[src/rtl/clk_div_prog.sv]
// Programmable integer clock divider: clk_out = clk_in / N for 2 <= N <= 2^DIV_W-1,
// with shadowed divisor updates and stop requests that take effect only at period boundaries.
module clk_div_prog #(
    parameter int DIV_W       = 8,
    parameter int DEFAULT_DIV = 2
) (
    input  logic             clk_in,
    input  logic             rst_n,
    input  logic             en,
    input  logic [DIV_W-1:0] div_val,
    input  logic             div_load,
    output logic             clk_out,
    output logic             tick,
    output logic             div_ack,
    output logic             div_err,
    output logic             busy,
    output logic [DIV_W-1:0] cur_div
);

    typedef enum logic [1:0] {
        ST_IDLE = 2'd0,
        ST_RUN  = 2'd1,
        ST_STOP = 2'd2
    } state_e;

    localparam logic [DIV_W-1:0] DIV_RST = DIV_W'(DEFAULT_DIV);
    localparam logic [DIV_W-1:0] DIV_MIN = DIV_W'(2);
    localparam logic [DIV_W-1:0] ONE     = DIV_W'(1);

    state_e           state_q,   state_d;
    logic [DIV_W-1:0] cnt_q,     cnt_d;
    logic [DIV_W-1:0] cur_div_q, cur_div_d;
    logic [DIV_W-1:0] shadow_q,  shadow_d;
    logic             pend_q,    pend_d;
    logic             clk_out_q, clk_out_d;
    logic             tick_q,    tick_d;
    logic             div_ack_q, div_ack_d;
    logic             div_err_q, div_err_d;

    logic load_ok;
    logic load_bad;
    logic at_bnd;

    // High phase length ceil(n/2); one extra bit so n = 2^DIV_W-1 does not overflow.
    function automatic logic [DIV_W-1:0] high_len(input logic [DIV_W-1:0] n);
        logic [DIV_W:0] sum;
        sum = {1'b0, n} + {{DIV_W{1'b0}}, 1'b1};
        return sum[DIV_W:1];
    endfunction

    assign load_ok  = div_load && (div_val >= DIV_MIN);
    assign load_bad = div_load && (div_val <  DIV_MIN);
    assign at_bnd   = (state_q != ST_IDLE) && (cnt_q == (cur_div_q - ONE));

    always_comb begin
        // NOTE: every signal written here gets a default first, so no path can infer a latch.
        state_d   = state_q;
        cnt_d     = cnt_q;
        cur_div_d = cur_div_q;
        shadow_d  = shadow_q;
        pend_d    = pend_q;
        clk_out_d = clk_out_q;
        tick_d    = 1'b0;
        div_ack_d = 1'b0;
        div_err_d = load_bad;

        case (state_q)
            ST_IDLE: begin
                cnt_d     = '0;
                clk_out_d = 1'b0;
                if (load_ok) begin
                    cur_div_d = div_val;
                    div_ack_d = 1'b1;
                end
                // First cycle of a period is always high since ceil(N/2) >= 1.
                if (en) begin
                    state_d   = ST_RUN;
                    clk_out_d = 1'b1;
                    tick_d    = 1'b1;
                end
            end

            ST_RUN, ST_STOP: begin
                if (at_bnd) begin
                    // A load in the boundary cycle beats the older shadowed value.
                    if (load_ok) begin
                        cur_div_d = div_val;
                        div_ack_d = 1'b1;
                        pend_d    = 1'b0;
                    end else if (pend_q) begin
                        cur_div_d = shadow_q;
                        div_ack_d = 1'b1;
                        pend_d    = 1'b0;
                    end
                    cnt_d = '0;
                    if (en) begin
                        state_d   = ST_RUN;
                        clk_out_d = 1'b1;
                        tick_d    = 1'b1;
                    end else begin
                        state_d   = ST_IDLE;
                        clk_out_d = 1'b0;
                    end
                end else begin
                    cnt_d     = cnt_q + ONE;
                    clk_out_d = (cnt_d < high_len(cur_div_q));
                    if (load_ok) begin
                        shadow_d = div_val;
                        pend_d   = 1'b1;
                    end
                    if ((state_q == ST_RUN) && !en) begin
                        state_d = ST_STOP;
                    end
                end
            end

            default: begin
                state_d   = ST_IDLE;
                cnt_d     = '0;
                clk_out_d = 1'b0;
            end
        endcase
    end

    always_ff @(posedge clk_in) begin
        // NOTE: sequential state uses non-blocking assignments so every register samples pre-edge values.
        if (!rst_n) begin
            state_q   <= ST_IDLE;
            cnt_q     <= '0;
            cur_div_q <= DIV_RST;
            shadow_q  <= '0;
            pend_q    <= 1'b0;
            clk_out_q <= 1'b0;
            tick_q    <= 1'b0;
            div_ack_q <= 1'b0;
            div_err_q <= 1'b0;
        end else begin
            state_q   <= state_d;
            cnt_q     <= cnt_d;
            cur_div_q <= cur_div_d;
            shadow_q  <= shadow_d;
            pend_q    <= pend_d;
            clk_out_q <= clk_out_d;
            tick_q    <= tick_d;
            div_ack_q <= div_ack_d;
            div_err_q <= div_err_d;
        end
    end

    assign clk_out = clk_out_q;
    assign tick    = tick_q;
    assign div_ack = div_ack_q;
    assign div_err = div_err_q;
    assign busy    = pend_q;
    assign cur_div = cur_div_q;

endmodule

[config.mk]
export PLATFORM = sky130hd
export DESIGN_NAME = clk_div_prog
export DESIGN_NICKNAME = d
export VERILOG_FILES = /design/src/rtl/clk_div_prog.sv
export SDC_FILE = /design/constraint.sdc
export NUM_CORES = 1
export LEC_CHECK = 0
export ABC_CLOCK_PERIOD_IN_PS = 4600
export BUFFER_PORTS_ARGS = -buffer_cell sky130_fd_sc_hd__buf_2
export CORE_MARGIN = 5
export CORE_UTILIZATION = 45
export CTS_CLUSTER_SIZE = 16
export DETAILED_ROUTE_END_ITERATION = 7
export GPL_TIMING_DRIVEN = 1
export PLACE_DENSITY_LB_ADDON = 0.05
export SLEW_MARGIN = 25
export SYNTH_ARGS = -nofsm -noshare
export SYNTH_HDL_FRONTEND = slang
export SYNTH_SLANG_ARGS = --single-unit
export TNS_END_PERCENT = 10
[constraint.sdc]
create_clock -name clk_in -period 4.6 [get_ports clk_in]
set_input_delay 0.69 -clock clk_in [delete_from_list [all_inputs] [get_ports clk_in]]
set_output_delay 0.69 -clock clk_in [all_outputs]
set_load 0.1 [all_outputs]
==> flow_results.xml, run 1 <==
<?xml version="1.0" encoding="UTF-8"?>
<metrics>
  <group name="cts">
    <metric name="cts_resized" unit="">0</metric>
    <metric name="htree_levels" unit="">2</metric>
    <metric name="cts.sink_count" unit="">31</metric>
    <metric name="cts.repair_timing.setup_buffer_count" unit="">0</metric>
    <metric name="cts_root_buffer" unit="">clkbuf_8</metric>
    <metric name="clock_pin_slew_of_the_registers_on_the_worst_case_setup_and_hold_paths" unit="ns">0.07</metric>
    <metric name="tritoncts" unit="">done</metric>
    <metric name="clockBufferDepth" unit="">2</metric>
    <metric name="clk_latency" unit="ns">0.29</metric>
    <metric name="cts-hold-fix-buffers" unit="">0</metric>
    <metric name="cts_buffers" unit="">5</metric>
  </group>
  <group name="synthesis">
    <metric name="async_set_reset_flop_share_out_of_synthesis" unit="">0</metric>
    <metric name="count_of_state_elements_after_synthesis" unit="">31</metric>
    <metric name="synth_cells" unit="">235</metric>
    <metric name="synth.largest_area_cell" unit="">dfxtp_1</metric>
    <metric name="yosys.area.top_type_share" unit="">0.3028</metric>
    <metric name="syn_area" unit="um^2">2049</metric>
    <metric name="synth_edf_count" unit="">0</metric>
    <metric name="seq_area_frac_synth" unit="">0.3028</metric>
    <metric name="synthesis.area_per_instance" unit="um^2">8.721</metric>
    <metric name="netlist_top_cells_area" unit="">dfxtp_1 30%, ha_1 7.9%, nand2_1 7.9%, mux2i_1 7.8%, xnor2_1 5.6%</metric>
    <metric name="yosysWarnings" unit="">0</metric>
    <metric name="postSynthNetCount" unit="">260</metric>
    <metric name="synth_ff_type" unit="">dfxtp_1</metric>
    <metric name="synth.distinct_cells" unit="">49</metric>
  </group>
  <group name="global_route">
    <metric name="grt_pass1_vias" unit="">1474</metric>
    <metric name="grt_first_pass_wirelength" unit="mm">7.127</metric>
    <metric name="grt_antenna_before_repair" unit="">0</metric>
    <metric name="grtUsageTotal" unit="">0.1445</metric>
    <metric name="grt_start_max_net_pins" unit="">35</metric>
    <metric name="remaining_global_route_overflow" unit="">0</metric>
  </group>
  <group name="sta">
    <metric name="setup_viol_count_final" unit="">0</metric>
    <metric name="final.period_utilization" unit="">0.6124</metric>
    <metric name="whs" unit="ns">0.4612</metric>
    <metric name="final-hold-violation-count" unit="">0</metric>
    <metric name="worst_slew_pin_slew" unit="ns">0.6816</metric>
    <metric name="post-route-min-period" unit="ns">2.817</metric>
    <metric name="totalNegativeSetupSlack" unit="ns">0</metric>
    <metric name="max_clock_freq" unit="MHz">355.0</metric>
    <metric name="timing.slew.headroom" unit="">0.5456</metric>
    <metric name="timing.final.max_slew_violations" unit="">0</metric>
    <metric name="fin_worst_skew" unit="ns">0.007698</metric>
    <metric name="grt_setup_unrepaired" unit="">false</metric>
  </group>
  <group name="floorplanning">
    <metric name="placeableCoreArea" unit="um^2">4384</metric>
    <metric name="initial_core_util" unit="">0.4675</metric>
    <metric name="placementRows" unit="">24</metric>
    <metric name="die_area" unit="um^2">6004</metric>
    <metric name="design.portCount" unit="">25</metric>
    <metric name="fp.dieH" unit="um">77.49</metric>
    <metric name="fp.dieW" unit="um">77.49</metric>
  </group>
  <group name="setup_path">
    <metric name="setup.worst_path.class" unit="">register to register</metric>
    <metric name="cp_required" unit="ns">4.76</metric>
    <metric name="worstSetupStartpointType" unit="">register</metric>
    <metric name="timing.critical_path.fanout_max" unit="">10</metric>
    <metric name="cp_slowest_cell" unit="">a2111oi_4</metric>
    <metric name="critical-path-max-stage-delay" unit="ns">0.63</metric>
    <metric name="crit_path_end_kind" unit="">register</metric>
    <metric name="crit_chain" unit="">inv_1 -&gt; ha_1 -&gt; or3b_2 -&gt; nor3_1 -&gt; xnor2_1 -&gt; a2111oi_4 -&gt; or3_1 -&gt; o211ai_1</metric>
    <metric name="arrival" unit="ns">2.98</metric>
  </group>
  <group name="worst_hold_path">
    <metric name="worst_hold_path_type" unit="">register to register</metric>
  </group>
  <group name="placement">
    <metric name="place_congestion" unit="">0.8138</metric>
    <metric name="detailed_place_hpwl" unit="mm">3.110</metric>
    <metric name="port_buffer_count" unit="">24</metric>
  </group>
  <group name="status">
    <metric name="status" unit="">finished, final reports clean</metric>
  </group>
  <group name="layout">
    <metric name="diodes" unit="">0</metric>
    <metric name="areaGrowthSynthToFinish" unit="%">9.524</metric>
    <metric name="mostFrequentLayoutCells" unit="">43 x nand2_1, 31 x dfxtp_1, 24 x buf_2</metric>
    <metric name="leading_cell_type_in_the_layout_fill_and_taps_excluded" unit="">nand2_1</metric>
    <metric name="drive_above_1_share" unit="">0.1976</metric>
    <metric name="nNetsFinal" unit="">277</metric>
  </group>
  <group name="routing">
    <metric name="detailed_routing_iterations_pass_1" unit="">4</metric>
    <metric name="vias_per_cell" unit="">5.249</metric>
    <metric name="drt_iter0_drc" unit="">69</metric>
    <metric name="detail_route.wl_per_cell" unit="um">13.30</metric>
    <metric name="routed_wl" unit="mm">4.056</metric>
    <metric name="routed-via-count" unit="">1601</metric>
    <metric name="drc_errors" unit="">0</metric>
    <metric name="number_of_nets_with_antenna_violations_after_routing" unit="">0</metric>
  </group>
  <group name="power_and_ir_drop">
    <metric name="max-vdd-ir-drop" unit="mV">0.1498</metric>
    <metric name="p_leak" unit="nW">0.9381</metric>
    <metric name="cellPowerDensity" unit="nW/um^2">392.2</metric>
  </group>
  <group name="run">
    <metric name="timing.max_cap.violations" unit="">0</metric>
  </group>
</metrics>
## per-stage QoR
| step | cell area [um^2] | utilization | instances | power, mW | worst slack [ns] |
|---|---|---|---|---|---|
| after global placement | 2127 | 0.4852 | 297 | 0.6078 | 1.778 |
| after floorplan | 2049 | - | 235 | 0.5675 | 1.593 |
| after detailed placement | 2127 | 0.4852 | 297 | 0.6077 | 1.740 |
| after CTS | 2245 | 0.5120 | 305 | 0.8906 | 1.773 |
| final | 2245 | 0.5120 | 305 | 0.8803 | 1.783 |
| after global routing | 2245 | 0.5120 | 305 | 0.9287 | 1.590 |
## state kept, by name, indices dropped and copies added, names as in the netlist
name	cells
cur_div	8
state_q	2
cnt_q	8
div_err	1
busy	1
shadow_q	8
div_ack	1
clk_out	1
tick	1
## worst max-delay path, delay by kind of cell (launching register included)
kind / cells / cell delay [ns]
xor gates and xnor gates: 1 / 0.13
buffers and inverters: 1 / 0.10
DFF: 1 / 0.38
adders and majority gates: 1 / 0.22
and+or+nand+nor: 3 / 1.06
AOI/OAI and AO/OA: 2 / 0.78
## cell usage after synthesis, drive strengths merged (3+ instances only)
library cell,count
and3,3
mux2,8
buf,7
a21oi,5
nor3,6
xnor2,13
xor2,7
mux2i,16
dfxtp,31
inv,10
nor2b,6
o21ai,5
nand2,43
nor2,15
ha,13
clkbuf,6
nand3,9
## per-layer routing
metal	global-route usage	wire, um	vias up
met5	0	0	-
met4	0.05155	64	0
met3	0.04282	151	6
met2	0.2214	1828	20
met1	0.1925	2011	738
li1	-	-	837
## where the power goes
| group | total, mW | leakage [nW] | switching, mW | internal [mW] |
|---|---|---|---|---|
| clock | 0.281 | 0.0612 | 0.105 | 0.175 |
| combinational | 0.281 | 0.624 | 0.192 | 0.0890 |
| sequential | 0.318 | 0.253 | 0.0291 | 0.289 |
| total | 0.880 | 0.938 | 0.327 | 0.553 |
## cell type report
| class | count | area [um^2] |
|---|---|---|
| Fill cell | 437 | 2140 |
| Multi-Input combinational cell | 180 | 1284 |
| Sequential cell | 31 | 620.6 |
| Timing Repair Buffer | 24 | 120.1 |
| Clock buffer | 6 | 82.58 |
| Tap cell | 52 | 65.06 |
| Inverter | 10 | 37.54 |
| Clock inverter | 2 | 35.03 |
## path summary, 6_finish.rpt
path | cells after the start | end | start | slack, ns
worst min-delay path | 2 | shadow_q[5] | shadow_q[5] | 0.46
worst min register to register | 2 | shadow_q[5] | shadow_q[5] | 0.46
worst max register to register | 8 | state_q[0] | cur_div[0] | 1.78
worst max-delay path | 8 | state_q[0] | cur_div[0] | 1.78
## cells by family (layout without fill, tap and decap cells)
logic type                 count (synthesis)  after routing  synth area share
and+or+nand+nor                           97             97            0.2302
DFF                                       31             31            0.3028
AOI/OAI and AO/OA                         26             26            0.1074
muxes                                     24             24            0.1239
buffers and inverters                     24             42           0.07082
xor gates and xnor gates                  20             20           0.08547
adders and majority gates                 13             13           0.07937
No activity file was read; power rests on OpenSTA's default activity.
==> inputs of run 2 (changes only) <==
--- a/config.mk
+++ b/config.mk
@@ -5,7 +5,7 @@
 export SDC_FILE = /design/constraint.sdc
 export NUM_CORES = 1
 export LEC_CHECK = 0
-export ABC_CLOCK_PERIOD_IN_PS = 4600
+export ABC_CLOCK_PERIOD_IN_PS = 2800
 export BUFFER_PORTS_ARGS = -buffer_cell sky130_fd_sc_hd__buf_2
 export CORE_MARGIN = 5
 export CORE_UTILIZATION = 45
==> constraint.sdc (replaced) <==
create_clock -name clk_in -period 2.8 [get_ports clk_in]
set_input_delay 0.42 -clock clk_in [delete_from_list [all_inputs] [get_ports clk_in]]
set_output_delay 0.42 -clock clk_in [all_outputs]
set_load 0.1 [all_outputs]
==> flow_results.xml, run 2 (same netlist as run 1, synthesis figures left out) <==
<?xml version="1.0" encoding="UTF-8"?>
<metrics>
  <group name="status">
    <metric name="status" unit="">finished, final reports clean</metric>
  </group>
  <group name="placement">
    <metric name="pre_cts_ws" unit="ns">0.2248</metric>
    <metric name="detailed_place_hpwl" unit="mm">3.142</metric>
    <metric name="port_buffer_count" unit="">24</metric>
    <metric name="place_area" unit="um^2">2162</metric>
    <metric name="place_congestion" unit="">0.7998</metric>
  </group>
  <group name="sta">
    <metric name="final.period_utilization" unit="">0.9182</metric>
    <metric name="worst_slew_pin_slew" unit="ns">0.4995</metric>
    <metric name="final_critical_path_setup_slack" unit="ns">0.2291</metric>
    <metric name="totalNegativeSetupSlack" unit="ns">0</metric>
    <metric name="fin_worst_skew" unit="ns">0.009582</metric>
    <metric name="timing.final.max_slew_violations" unit="">0</metric>
    <metric name="setup_viol_count_final" unit="">0</metric>
    <metric name="timing.slew.headroom" unit="">0.6693</metric>
    <metric name="grt_setup_unrepaired" unit="">false</metric>
    <metric name="post-route-min-period" unit="ns">2.571</metric>
    <metric name="max_clock_freq" unit="MHz">389.0</metric>
    <metric name="final-hold-violation-count" unit="">0</metric>
  </group>
  <group name="cts">
    <metric name="cts_resized" unit="">0</metric>
    <metric name="htree_levels" unit="">2</metric>
    <metric name="cts_buffers" unit="">5</metric>
    <metric name="clk_latency" unit="ns">0.28</metric>
    <metric name="cts.repair_timing.setup_buffer_count" unit="">0</metric>
    <metric name="cts_root_buffer" unit="">clkbuf_8</metric>
    <metric name="cts-hold-fix-buffers" unit="">0</metric>
    <metric name="clockBufferDepth" unit="">2</metric>
    <metric name="clock_pin_slew_of_the_registers_on_the_worst_case_setup_and_hold_paths" unit="ns">0.07</metric>
    <metric name="tritoncts" unit="">done</metric>
    <metric name="cts.sink_count" unit="">31</metric>
  </group>
  <group name="power_and_ir_drop">
    <metric name="swShare" unit="">0.4005</metric>
    <metric name="total_power" unit="mW">1.338</metric>
    <metric name="cell_internal_pwr" unit="mW">0.8023</metric>
    <metric name="cellPowerDensity" unit="nW/um^2">595.6</metric>
    <metric name="p_leak" unit="nW">0.9398</metric>
    <metric name="combPwrFrac" unit="">0.355</metric>
    <metric name="seqPwrFrac" unit="">0.389</metric>
    <metric name="power_frac_clock" unit="">0.256</metric>
    <metric name="max-vdd-ir-drop" unit="mV">0.3093</metric>
    <metric name="netSwitchingPower" unit="mW">0.5360</metric>
  </group>
  <group name="floorplanning">
    <metric name="fp.dieH" unit="um">77.49</metric>
    <metric name="placementRows" unit="">24</metric>
    <metric name="fp.dieW" unit="um">77.49</metric>
    <metric name="design.portCount" unit="">25</metric>
    <metric name="initial_core_util" unit="">0.4675</metric>
    <metric name="die_area" unit="um^2">6004</metric>
    <metric name="placeableCoreArea" unit="um^2">4384</metric>
  </group>
  <group name="layout">
    <metric name="areaGrowthSynthToFinish" unit="%">9.646</metric>
    <metric name="leading_cell_type_in_the_layout_fill_and_taps_excluded" unit="">nand2_1</metric>
    <metric name="mostFrequentLayoutCells" unit="">43 x nand2_1, 27 x dfxtp_1, 24 x buf_2</metric>
    <metric name="final_area" unit="um^2">2247</metric>
    <metric name="diodes" unit="">0</metric>
    <metric name="post-route-util" unit="">0.5126</metric>
    <metric name="drive_above_1_share" unit="">0.2218</metric>
    <metric name="nNetsFinal" unit="">281</metric>
  </group>
  <group name="global_route">
    <metric name="grt_pass1_vias" unit="">1591</metric>
    <metric name="grtUsageTotal" unit="">0.1489</metric>
    <metric name="grt_first_pass_wirelength" unit="mm">7.341</metric>
    <metric name="grt_antenna_before_repair" unit="">0</metric>
    <metric name="remaining_global_route_overflow" unit="">0</metric>
    <metric name="grt_start_max_net_pins" unit="">34</metric>
  </group>
  <group name="setup_path">
    <metric name="crit_path_end_kind" unit="">register</metric>
    <metric name="worstSetupStartpointType" unit="">register</metric>
    <metric name="cp_required" unit="ns">3.00</metric>
    <metric name="timing.critical_path.fanout_max" unit="">10</metric>
    <metric name="arrival" unit="ns">2.77</metric>
    <metric name="setup.worst_path.class" unit="">register to register</metric>
  </group>
  <group name="routing">
    <metric name="routed-via-count" unit="">1593</metric>
    <metric name="vias_per_cell" unit="">5.155</metric>
    <metric name="detail_route.wl_per_cell" unit="um">12.99</metric>
    <metric name="drt_iter0_drc" unit="">87</metric>
    <metric name="drc_errors" unit="">0</metric>
    <metric name="routed_wl" unit="mm">4.014</metric>
    <metric name="number_of_nets_with_antenna_violations_after_routing" unit="">0</metric>
    <metric name="detailed_routing_iterations_pass_1" unit="">4</metric>
  </group>
  <group name="worst_hold_path">
    <metric name="worst_hold_path_type" unit="">primary input to register</metric>
  </group>
  <group name="run">
    <metric name="timing.max_cap.violations" unit="">0</metric>
  </group>
</metrics>
[run 2: cell count changes in the layout (fill, tap and decap cells not counted)]
cell        delta
clkinvlp_4     +1
bufinv_16      -1
clkbuf_8       -1
dfxtp_2        +4
dfxtp_1        -4
clkbuf_1       +1
buf_4          +4
[run 2: path summary, 6_finish.rpt]
path	start	end	slack, ns	cells past startpoint
worst max-delay path	cur_div[0]	state_q[0]	0.23	7
worst min register to register	shadow_q[5]	shadow_q[5]	0.46	2
worst min-delay path	div_val[4]	shadow_q[4]	0.39	3
worst max register to register	cur_div[0]	state_q[0]	0.23	7
[run 2: layout make-up]
cell class	instances	area, um^2
multi-input cells	180	1284
well taps	52	65.06
clock inverters	2	12.51
repair buffers	28	150.1
clock buffers	6	72.57
inverters	10	37.54
fillers	432	2137
flip-flops and latches	31	625.6
[run 2: critical path, stage by stage (launching register included)]
cell and delay, ns:
dfxtp_2 0.36, or4_4 0.55, o221a_2 0.29, a211oi_2 0.29, a2111oi_4 0.11, buf_4 0.19
or3_1 0.48, o211ai_1 0.22
[run 2: metrics by stage]
| step | hold slack (ns) | std cells |
|---|---|---|
| after floorplan | 0.4322 | 235 |
| after global placement | 0.4451 | 301 |
| after detailed placement | 0.4506 | 301 |
| after CTS | 0.3829 | 309 |
| after global routing | 0.3890 | 309 |
| final | 0.3922 | 309 |
[run 2: power groups by stage]
stage	logic, mW	registers [mW]	clock network [mW]
after global routing	0.517	0.530	0.383
after detailed placement	0.478	0.532	0
after global placement	0.476	0.531	0
final	0.475	0.521	0.342
after floorplan	0.266	0.669	0
after CTS	0.479	0.521	0.357
[run 2: per-layer routing]
metal	vias up	track usage	wire (um)	share of wire
met4	0	0.05842	62	0.015
met3	6	0.04514	165	0.041
met5	-	0	0	0
li1	843	-	-	-
met1	724	0.1935	2010	0.50
met2	20	0.2306	1776	0.44
